===== config.mk =====
export PLATFORM = sky130hd
export DESIGN_NAME = dds_phase_gen
export DESIGN_NICKNAME = d
export VERILOG_FILES = /design/src/rtl/dds_phase_gen.sv
export SDC_FILE = /design/constraint.sdc
export NUM_CORES = 1
export LEC_CHECK = 0
export ABC_CLOCK_PERIOD_IN_PS = 2300
export CORE_UTILIZATION = 35
export DETAILED_ROUTE_END_ITERATION = 8
export PLACE_DENSITY = 0.67
export REMOVE_ABC_BUFFERS = 1
export SYNTH_ARGS = -nofsm -noshare
export SYNTH_HDL_FRONTEND = slang
export SYNTH_SLANG_ARGS = --single-unit

===== constraint.sdc =====
create_clock -name clk -period 2.3 [get_ports clk]
set_input_delay 0.46 -clock clk [delete_from_list [all_inputs] [get_ports clk]]
set_output_delay 0.46 -clock clk [all_outputs]
set_load 0.05 [all_outputs]

===== src/rtl/dds_phase_gen.sv =====
// Phase accumulator with quarter-wave LUT addressing and signed sample rebuild.
// The tuning word is double-buffered and applied on accumulator wrap so retuning keeps phase continuous.
module dds_phase_gen #(
  parameter int ACC_W  = 16,
  parameter int ADDR_W = 4,
  parameter int DATA_W = 6
) (
  input  logic              clk,
  input  logic              rst,
  input  logic              en,
  input  logic              phase_clr,
  input  logic              ftw_wr,
  input  logic [ACC_W-1:0]  ftw_in,
  output logic              lut_re,
  output logic [ADDR_W-1:0] lut_ra,
  input  logic [DATA_W-1:0] lut_rd,
  output logic [DATA_W:0]   sample_out,
  output logic              sample_valid,
  output logic              wrap
);

  // Valid semantics (no backpressure): lut_re high means lut_ra is a real
  // request and lut_rd carries its data one cycle later; sample_valid high
  // marks sample_out as a new sample for exactly that cycle.

  logic [ACC_W-1:0]  acc_q, acc_d;
  logic [ACC_W-1:0]  ftw_act_q, ftw_act_d;
  logic [ACC_W-1:0]  ftw_shd_q, ftw_shd_d;
  logic              shd_pend_q, shd_pend_d;
  logic              lut_re_q, lut_re_d;
  logic [ADDR_W-1:0] lut_ra_q, lut_ra_d;
  logic              wrap_q, wrap_d;
  logic              sign1_q, sign1_d;
  logic              vld2_q, vld2_d;
  logic              sign2_q, sign2_d;
  logic [DATA_W:0]   sample_q, sample_d;
  logic              sample_valid_q, sample_valid_d;

  logic [ACC_W:0]    sum;
  logic              carry;
  logic [1:0]        quad;
  logic [ADDR_W-1:0] idx;
  logic [ADDR_W-1:0] fold_addr;
  logic [DATA_W:0]   mag;

  always_comb begin
    sum       = {1'b0, acc_q} + {1'b0, ftw_act_q};
    carry     = en & sum[ACC_W];
    quad      = acc_q[ACC_W-1 -: 2];
    idx       = acc_q[ACC_W-3 -: ADDR_W];
    // Odd quadrants walk the quarter wave backwards.
    fold_addr = quad[0] ? ~idx : idx;
    mag       = {1'b0, lut_rd};

    acc_d          = acc_q;
    ftw_act_d      = ftw_act_q;
    ftw_shd_d      = ftw_shd_q;
    shd_pend_d     = shd_pend_q;
    lut_re_d       = en;
    lut_ra_d       = lut_ra_q;
    wrap_d         = carry;
    sign1_d        = sign1_q;
    vld2_d         = lut_re_q;
    sign2_d        = sign1_q;
    sample_d       = sample_q;
    sample_valid_d = vld2_q;

    if (en) begin
      acc_d    = sum[ACC_W-1:0];
      lut_ra_d = fold_addr;
      sign1_d  = quad[1];
    end
    if (phase_clr) begin
      acc_d = '0;
    end

    if (vld2_q) begin
      sample_d = sign2_q ? -mag : mag;
    end

    if (ftw_wr) begin
      ftw_shd_d = ftw_in;
      if (en) begin
        shd_pend_d = 1'b1;
      end else begin
        ftw_act_d  = ftw_in;
        shd_pend_d = 1'b0;
      end
    end
    // A write landing on the wrap edge itself is the newest word, so it wins.
    if (carry && (shd_pend_q || ftw_wr)) begin
      ftw_act_d  = ftw_wr ? ftw_in : ftw_shd_q;
      shd_pend_d = 1'b0;
    end
  end

  always_ff @(posedge clk) begin
    if (rst) begin
      acc_q          <= '0;
      ftw_act_q      <= '0;
      ftw_shd_q      <= '0;
      shd_pend_q     <= 1'b0;
      lut_re_q       <= 1'b0;
      lut_ra_q       <= '0;
      wrap_q         <= 1'b0;
      sign1_q        <= 1'b0;
      vld2_q         <= 1'b0;
      sign2_q        <= 1'b0;
      sample_q       <= '0;
      sample_valid_q <= 1'b0;
    end else begin
      acc_q          <= acc_d;
      ftw_act_q      <= ftw_act_d;
      ftw_shd_q      <= ftw_shd_d;
      shd_pend_q     <= shd_pend_d;
      lut_re_q       <= lut_re_d;
      lut_ra_q       <= lut_ra_d;
      wrap_q         <= wrap_d;
      sign1_q        <= sign1_d;
      vld2_q         <= vld2_d;
      sign2_q        <= sign2_d;
      sample_q       <= sample_d;
      sample_valid_q <= sample_valid_d;
    end
  end

  assign lut_re       = lut_re_q;
  assign lut_ra       = lut_ra_q;
  assign wrap         = wrap_q;
  assign sample_out   = sample_q;
  assign sample_valid = sample_valid_q;

endmodule


==> results.txt, run 1 <==
----------------------------------------------------
[Clocking]
  TritonCTS clock tree ... yes
  Max H-tree Level ... 3
  Inserted Clock Buffers ... 9
  Clock latency of the later-clocked register in the worst-skew pair ... 350 ps
  Clock root cell ... sky130_fd_sc_hd__clkbuf_8
  Sinks on the clock net ... 66
  Maximum clock insertion buffer count ... 2
  Clock slew at the register clock pins of the worst setup and hold paths ... 70 ps

[STA]
  Worst path setup slack after routing ... -121.3 ps
  Setup TNS ... -1923 ps
  Max Clock Skew ... 9.927 ps
  Final Hold Viols ... 0
  Final critical path time including I/O delays and setup ... 2421 ps
  Tightest Pin Transition ... 773.0 ps
  Final setup violation count ... 18
  Max-slew headroom at the worst pin ... 0.4847
  Setup repair after global routing missed its margin ... true
  Final worst-path cycle share ... 1.053
  Peak Freq ... 0.4130 GHz
  Final Max Slew Viols ... 0

[Setup path]
  Register-to-Register Setup Slack ... -120 ps
  Critical path data arrival time ... 2700 ps
  Critical path type ... reg2reg
  Endpoint kind of the worst setup timing path ... flip-flop
  Largest fanout on the critical path ... 8
  Kind of start point of the critical path ... flip-flop
  Endpoint required time on the critical path ... 2580 ps

[Detailed routing]
  Detail-routed net length per standard cell ... 14.60 µm
  Starting DRC count in detailed routing ... 152
  Antenna Violating Nets Remaining ... 0
  First drt pass iteration count ... 4
  Vias per inst ... 5.276
  DRT Wirelength ... 9006 µm
  DR vias ... 3255
  Remaining DRCs ... 0

[Job]
  Max cap viols ... 0

[Final layout]
  Core occupancy in the finished layout ... 0.4793
  Post-layout net count ... 526
  Most used cells in the layout excluding fill and tap cells ... 61 x sky130_fd_sc_hd__dfxtp_1, 51 x sky130_fd_sc_hd__buf_4, 47 x sky130_fd_sc_hd__nand2_1, 39 x sky130_fd_sc_hd__clkdlybuf4s50_1, 30 x sky130_fd_sc_hd__a211oi_1
  Area growth from synthesis to layout ... 33.06%
  Non-filler instance count after layout ... 617
  Ant diodes ... 0
  Most frequent standard cell in the layout excluding fill and tap cells ... sky130_fd_sc_hd__dfxtp_1
  Filler Cells Inserted ... 958
  Fraction of final layout cells with drive strength greater than 1 ... 0.2004

[Synthesis]
  Sequential element share of the synthesized area ... 0.3770
  YS warnings ... 0
  Number of distinct library cells after synthesis ... 49
  Mapped Cells ... 403
  FF+latch count, synth ... 66
  Average cell area after synthesis ... 8.696 µm²
  Netlist area before placement ... 0.003505 mm²

[Power]
  Internal power ... 1.727 mW
  Sw power ... 0.6288 mW
  Proportion of total power due to net switching ... 0.2669
  Power consumption ... 2.356 mW
  Sequential fraction of design power ... 0.510
  Largest voltage drop on the vdd net ... 0.2885 mV
  Comb pwr share ... 0.133
  Clock power frac ... 0.356
  Static power due to leakage ... 1.952 nW
  Power density over the cells ... 505.2 mW/mm²

[Worst hold path]
  Worst min-delay path class ... reg2reg

[Floorplan]
  Die Height ... 102.1 µm
  Initial Utilization ... 0.3602
  Rows ... 36
  Core ar. ... 0.009729 mm²
  Die width ... 102.1 µm
  Number of top-level pins ... 41
  Die area ... 0.01042 mm²

[Placement]
  Placer Congestion ... 0.8078
  HPWL reported at the end of detailed placement ... 6278 µm
  Cell Count Post-Placement ... 597
  Number of buffers inserted by port buffering ... 40

[Global route]
  Via count of the first global-routing pass ... 2985
  Antenna violations before repair ... 0
  Global route total overflow ... 0
  All-Layer GR Usage ... 0.1747
  Pin count of the biggest net entering global routing ... 33
  First-pass GRT wire length ... 14160 µm

[Status]
  Status ... finished with violations
  Violated checks ... setup timing

----------------------------------------------------
-- flip-flops by register name, summed over array words and instances, names as in the netlist, 4 cells and up --
signal	count
acc_q	16
ftw_act_q	16
ftw_shd_q	16
sample_out	7
lut_ra	4
-- metal layers --
| layer | track usage | up-vias | wire length (µm) |
|---|---|---|---|
| met5 | 0 | - | 0 |
| met4 | 0.04945 | 0 | 45 |
| met3 | 0.04378 | 6 | 393 |
| met2 | 0.3036 | 76 | 4475 |
| met1 | 0.2134 | 1539 | 4092 |
| li1 | - | 1634 | - |
-- cell usage after synthesis, drive strengths merged --
library cell | n | area share
clkbuf | 20 | 0.021
a211o | 2 | 0.0050
o21a | 1 | 0.0021
o31ai | 2 | 0.0057
xor2 | 8 | 0.020
or3 | 3 | 0.0054
nor3b | 2 | 0.0057
a21oi | 27 | 0.040
a31o | 2 | 0.0050
xnor2 | 8 | 0.020
fa | 1 | 0.0057
nand2b | 18 | 0.032
nor3 | 5 | 0.0071
mux2i | 9 | 0.026
o311ai | 1 | 0.0025
a2111oi | 1 | 0.0043
a21o | 22 | 0.047
o41ai | 2 | 0.010
or2 | 2 | 0.0036
dfxtp | 66 | 0.38
nand3b | 1 | 0.0021
o211ai | 3 | 0.0064
a221oi | 16 | 0.040
o21ai | 9 | 0.013
nor2b | 5 | 0.0089
buf | 7 | 0.012
o22ai | 3 | 0.0054
and2 | 4 | 0.0071
nand2 | 47 | 0.050
nor2 | 30 | 0.032
a22oi | 1 | 0.0021
and3 | 2 | 0.0036
ha | 17 | 0.061
o41a | 1 | 0.0032
a211oi | 33 | 0.072
o32a | 1 | 0.0029
a311oi | 1 | 0.0025
inv | 5 | 0.0054
nand4 | 2 | 0.0036
o21bai | 2 | 0.0043
nand3 | 7 | 0.010
a31oi | 4 | 0.0071
-- final timing paths --
kind	from	endpoint	cells past startpoint
worst max-delay path	acc_q[13]$_SDFFE_PP0P_	ftw_act_q[9]$_SDFFE_PP0P_	9
worst min-delay path	ftw_act_q[7]$_SDFFE_PP0P_	ftw_act_q[7]$_SDFFE_PP0P_	1
worst max register to register	acc_q[13]$_SDFFE_PP0P_	ftw_act_q[9]$_SDFFE_PP0P_	9
worst min register to register	ftw_act_q[7]$_SDFFE_PP0P_	ftw_act_q[7]$_SDFFE_PP0P_	1
-- layout make-up --
class	count	area (µm²)	share of cell area
Timing Repair Buffer	94	820.8	0.1760
Inverter	5	18.77	0.004025
Clock buffer	11	141.4	0.03032
Clock inverter	3	17.52	0.003756
Tap cell	133	166.4	0.03569
Sequential cell	66	1328	0.2847
Multi-Input combinational cell	305	2171	0.4655
-- worst max-delay path: stages (launching register included) --
cell and delay [ps]:
sky130_fd_sc_hd__dfxtp_1 320, sky130_fd_sc_hd__ha_1 340, sky130_fd_sc_hd__a21o_1 230, sky130_fd_sc_hd__a211oi_2 230, sky130_fd_sc_hd__buf_4 160, sky130_fd_sc_hd__nor2_2 30
sky130_fd_sc_hd__o41a_1 450, sky130_fd_sc_hd__o41ai_4 300, sky130_fd_sc_hd__buf_6 190, sky130_fd_sc_hd__a21o_1 110
-- metrics by stage --
stage	instance area, µm²	worst slack, ps	hold WS [ps]
after floorplan	3388	-253.0	430.7
after global placement	4310	-181.8	436.9
after detailed placement	4310	-271.6	447.7
after CTS	4544	-157.1	467.5
after global routing	4663	-211.8	476.2
final	4663	-121.3	463.1
-- power groups by stage --
stage | Sequential [mW] | Clock, mW | Combinational, mW
detailed placement | 1.23 | 0 | 0.303
global placement | 1.23 | 0 | 0.297
finish | 1.20 | 0.839 | 0.314
global route | 1.21 | 0.905 | 0.340
floorplan | 1.26 | 0 | 0.112
CTS | 1.20 | 0.863 | 0.309
-- cell families after synthesis --
| group | Yosys count | share of synthesized area |
|---|---|---|
| simple gates | 128 | 0.1717 |
| flops | 66 | 0.3770 |
| compound gates | 134 | 0.2806 |
| fa+ha+maj | 18 | 0.06640 |
| xor+xnor | 16 | 0.03999 |
| mux | 9 | 0.02571 |
| buf+inv | 32 | 0.03856 |
-- timing repair --
| action | in CTS | in global routing |
|---|---|---|
| setup buffers | 3 | 3 |
| pin swaps | 22 | 10 |
| gates resized for setup | 11 | 18 |
| hold buffers | 0 | 0 |
| setup endpoints to repair | 19 | 21 |
Note: power is estimated with default switching activity, not from simulation.
==> run 2, diff against run 1 <==
--- a/config.mk
+++ b/config.mk
@@ -9,4 +9,5 @@
 export CORE_UTILIZATION = 35
 export DETAILED_ROUTE_END_ITERATION = 8
+export GPL_TIMING_DRIVEN = 0
 export PLACE_DENSITY = 0.67
 export REMOVE_ABC_BUFFERS = 1
==> constraint.sdc (replaced) <==
create_clock -name clk -period 2.3 [get_ports clk]
set_input_delay 0.23 -clock clk [delete_from_list [all_inputs] [get_ports clk]]
set_output_delay 0.23 -clock clk [all_outputs]
set_load 0.05 [all_outputs]
==> run 2 against run 1 <==
- largest cell class unchanged
- sequential share of layout area increased by 1.9 points
- the flow still finishes with violations (setup timing)
- critical endpoint is now ftw_act_q[1]$_SDFFE_PP0P_
- critical path type unchanged
- worst setup slack got worse by 56 ps
- sequential power is essentially flat
- count of clock-buffer cells in the layout rose by 2
==> results.txt, run 2 (same netlist as run 1, synthesis figures left out) <==
----------------------------------------------------
[Final layout]
  Most frequent standard cell in the layout excluding fill and tap cells ... sky130_fd_sc_hd__dfxtp_1
  Most used cells in the layout excluding fill and tap cells ... 59 x sky130_fd_sc_hd__dfxtp_1, 47 x sky130_fd_sc_hd__nand2_1, 37 x sky130_fd_sc_hd__clkdlybuf4s50_1, 30 x sky130_fd_sc_hd__a211oi_1, 29 x sky130_fd_sc_hd__nor2_1
  Area growth from synthesis to layout ... 25.03%
  Ant diodes ... 0
  Biggest regs ... acc_q: 16 flops, ftw_act_q: 16 flops, ftw_shd_q: 16 flops
  Post-layout net count ... 489
  Core occupancy in the finished layout ... 0.4504
  Non-filler instance count after layout ... 582
  Design Area, Final ... 0.004382 mm²
  Fraction of final layout cells with drive strength greater than 1 ... 0.1314

[Power]
  Proportion of total power due to net switching ... 0.2694
  Power density over the cells ... 538.1 mW/mm²
  Internal power ... 1.722 mW
  Static power due to leakage ... 1.786 nW
  Sequential fraction of design power ... 0.510
  Clock power frac ... 0.365
  Largest voltage drop on the vdd net ... 0.2843 mV
  Comb pwr share ... 0.125
  Sw power ... 0.6352 mW

[Worst hold path]
  Worst min-delay path class ... reg2reg

[Placement]
  Cell Count Post-Placement ... 549
  Placer Congestion ... 0.8372
  Placement Cell Area ... 0.003950 mm²
  HPWL reported at the end of detailed placement ... 5522 µm
  Pre-CTS setup slack ... -1126 ps
  Number of buffers inserted by port buffering ... 40

[Detailed routing]
  DR vias ... 3202
  Remaining DRCs ... 0
  Detail-routed net length per standard cell ... 15.07 µm
  First drt pass iteration count ... 4
  Starting DRC count in detailed routing ... 155
  Vias per inst ... 5.502
  Antenna Violating Nets Remaining ... 0
  DRT Wirelength ... 8771 µm

[Global route]
  Pin count of the biggest net entering global routing ... 54
  All-Layer GR Usage ... 0.1749
  Global route total overflow ... 0
  First-pass GRT wire length ... 14080 µm
  Antenna violations before repair ... 0
  Via count of the first global-routing pass ... 2966

[Clocking]
  Max H-tree Level ... 3
  Inserted Clock Buffers ... 9
  Sinks on the clock net ... 66
  Clock root cell ... sky130_fd_sc_hd__clkbuf_8
  Clock latency of the later-clocked register in the worst-skew pair ... 350 ps
  TritonCTS clock tree ... yes
  CTS Hold Buffers Added ... 0
  Clock slew at the register clock pins of the worst setup and hold paths ... 70 ps
  Maximum clock insertion buffer count ... 2

[STA]
  Setup TNS ... -1808 ps
  Setup repair after global routing missed its margin ... true
  Final Max Slew Viols ... 0
  Final Hold Viols ... 0
  Final critical path time including I/O delays and setup ... 2477 ps
  Final setup violation count ... 18
  Max Clock Skew ... 7.455 ps
  Tightest Pin Transition ... 977.8 ps
  Max-slew headroom at the worst pin ... 0.3482
  Final worst-path cycle share ... 1.077
  Worst path setup slack after routing ... -177.1 ps
  Peak Freq ... 0.4037 GHz

[Floorplan]
  Die width ... 102.1 µm
  Core ar. ... 0.009729 mm²
  Number of top-level pins ... 41
  Die area ... 0.01042 mm²
  Rows ... 36
  Die Height ... 102.1 µm
  Initial Utilization ... 0.3602

[Status]
  Violated checks ... setup timing
  Status ... finished with violations

[Setup path]
  Endpoint kind of the worst setup timing path ... flip-flop
  Endpoint required time on the critical path ... 2590 ps
  Critical path data arrival time ... 2760 ps
  Kind of start point of the critical path ... flip-flop
  Critical path type ... reg2reg
  Largest fanout on the critical path ... 10

[Job]
  Max cap viols ... 0

----------------------------------------------------
[run 2: stage by stage]
| stage | total power, mW | hold WS, ps |
|---|---|---|
| final | 2.358 | 467.3 |
| after global routing | 2.457 | 486.7 |
| after CTS | 2.390 | 470.8 |
| after detailed placement | 1.503 | 450.2 |
| after global placement | 1.495 | 446.3 |
| after floorplan | 1.370 | 298.9 |
[run 2: final timing paths]
kind / slack [ps] / end / depth (start not counted) / startpoint
max: -180 / ftw_act_q[1]$_SDFFE_PP0P_ / 9 / ftw_act_q[10]$_SDFFE_PP0P_
min: 470 / sign2_q$_SDFF_PP0_ / 1 / sign1_q$_SDFFE_PP0P_
max reg2reg: -180 / ftw_act_q[1]$_SDFFE_PP0P_ / 9 / ftw_act_q[10]$_SDFFE_PP0P_
min reg2reg: 470 / sign2_q$_SDFF_PP0_ / 1 / sign1_q$_SDFFE_PP0P_
[run 2: worst max-delay path, stage by stage, from the launching register on]
cell,delay [ps]
sky130_fd_sc_hd__dfxtp_1,370
sky130_fd_sc_hd__ha_2,340
sky130_fd_sc_hd__and3_1,240
sky130_fd_sc_hd__nand3_1,190
sky130_fd_sc_hd__nor2_1,120
sky130_fd_sc_hd__o41a_1,440
sky130_fd_sc_hd__o41ai_4,260
sky130_fd_sc_hd__buf_4,190
sky130_fd_sc_hd__clkbuf_16,150
sky130_fd_sc_hd__a21o_1,100
[run 2: power by group through the flow]
stage	Clock (mW)	Sequential [mW]	Combinational (mW)
after floorplan	0	1.26	0.112
after global placement	0	1.23	0.269
after detailed placement	0	1.23	0.275
after CTS	0.888	1.20	0.300
after global routing	0.933	1.21	0.318
final	0.861	1.20	0.294
[run 2: metal layers]
metal	track usage	up-vias	wire, µm
met3	0.05267	15	499
met1	0.2182	1513	3876
met2	0.2834	107	4240
met4	0.06703	0	155
met5	0	-	0
li1	-	1567	-
[run 2: what timing repair did]
action	in CTS	in global routing
pin swaps	26	7
resized for setup	24	10
setup endpoints to repair	23	19
gates cloned	1	0
setup buffers	12	5
[run 2: final cells by class]
class,instances,area [µm²]
Inverter,5,18.77
Multi-Input combinational cell,305,2137
Clock inverter,3,15.01
Tap cell,133,166.4
Clock buffer,13,148.9
Fill cell,958,5348
Timing Repair Buffer,57,565.5
Sequential cell,66,1330
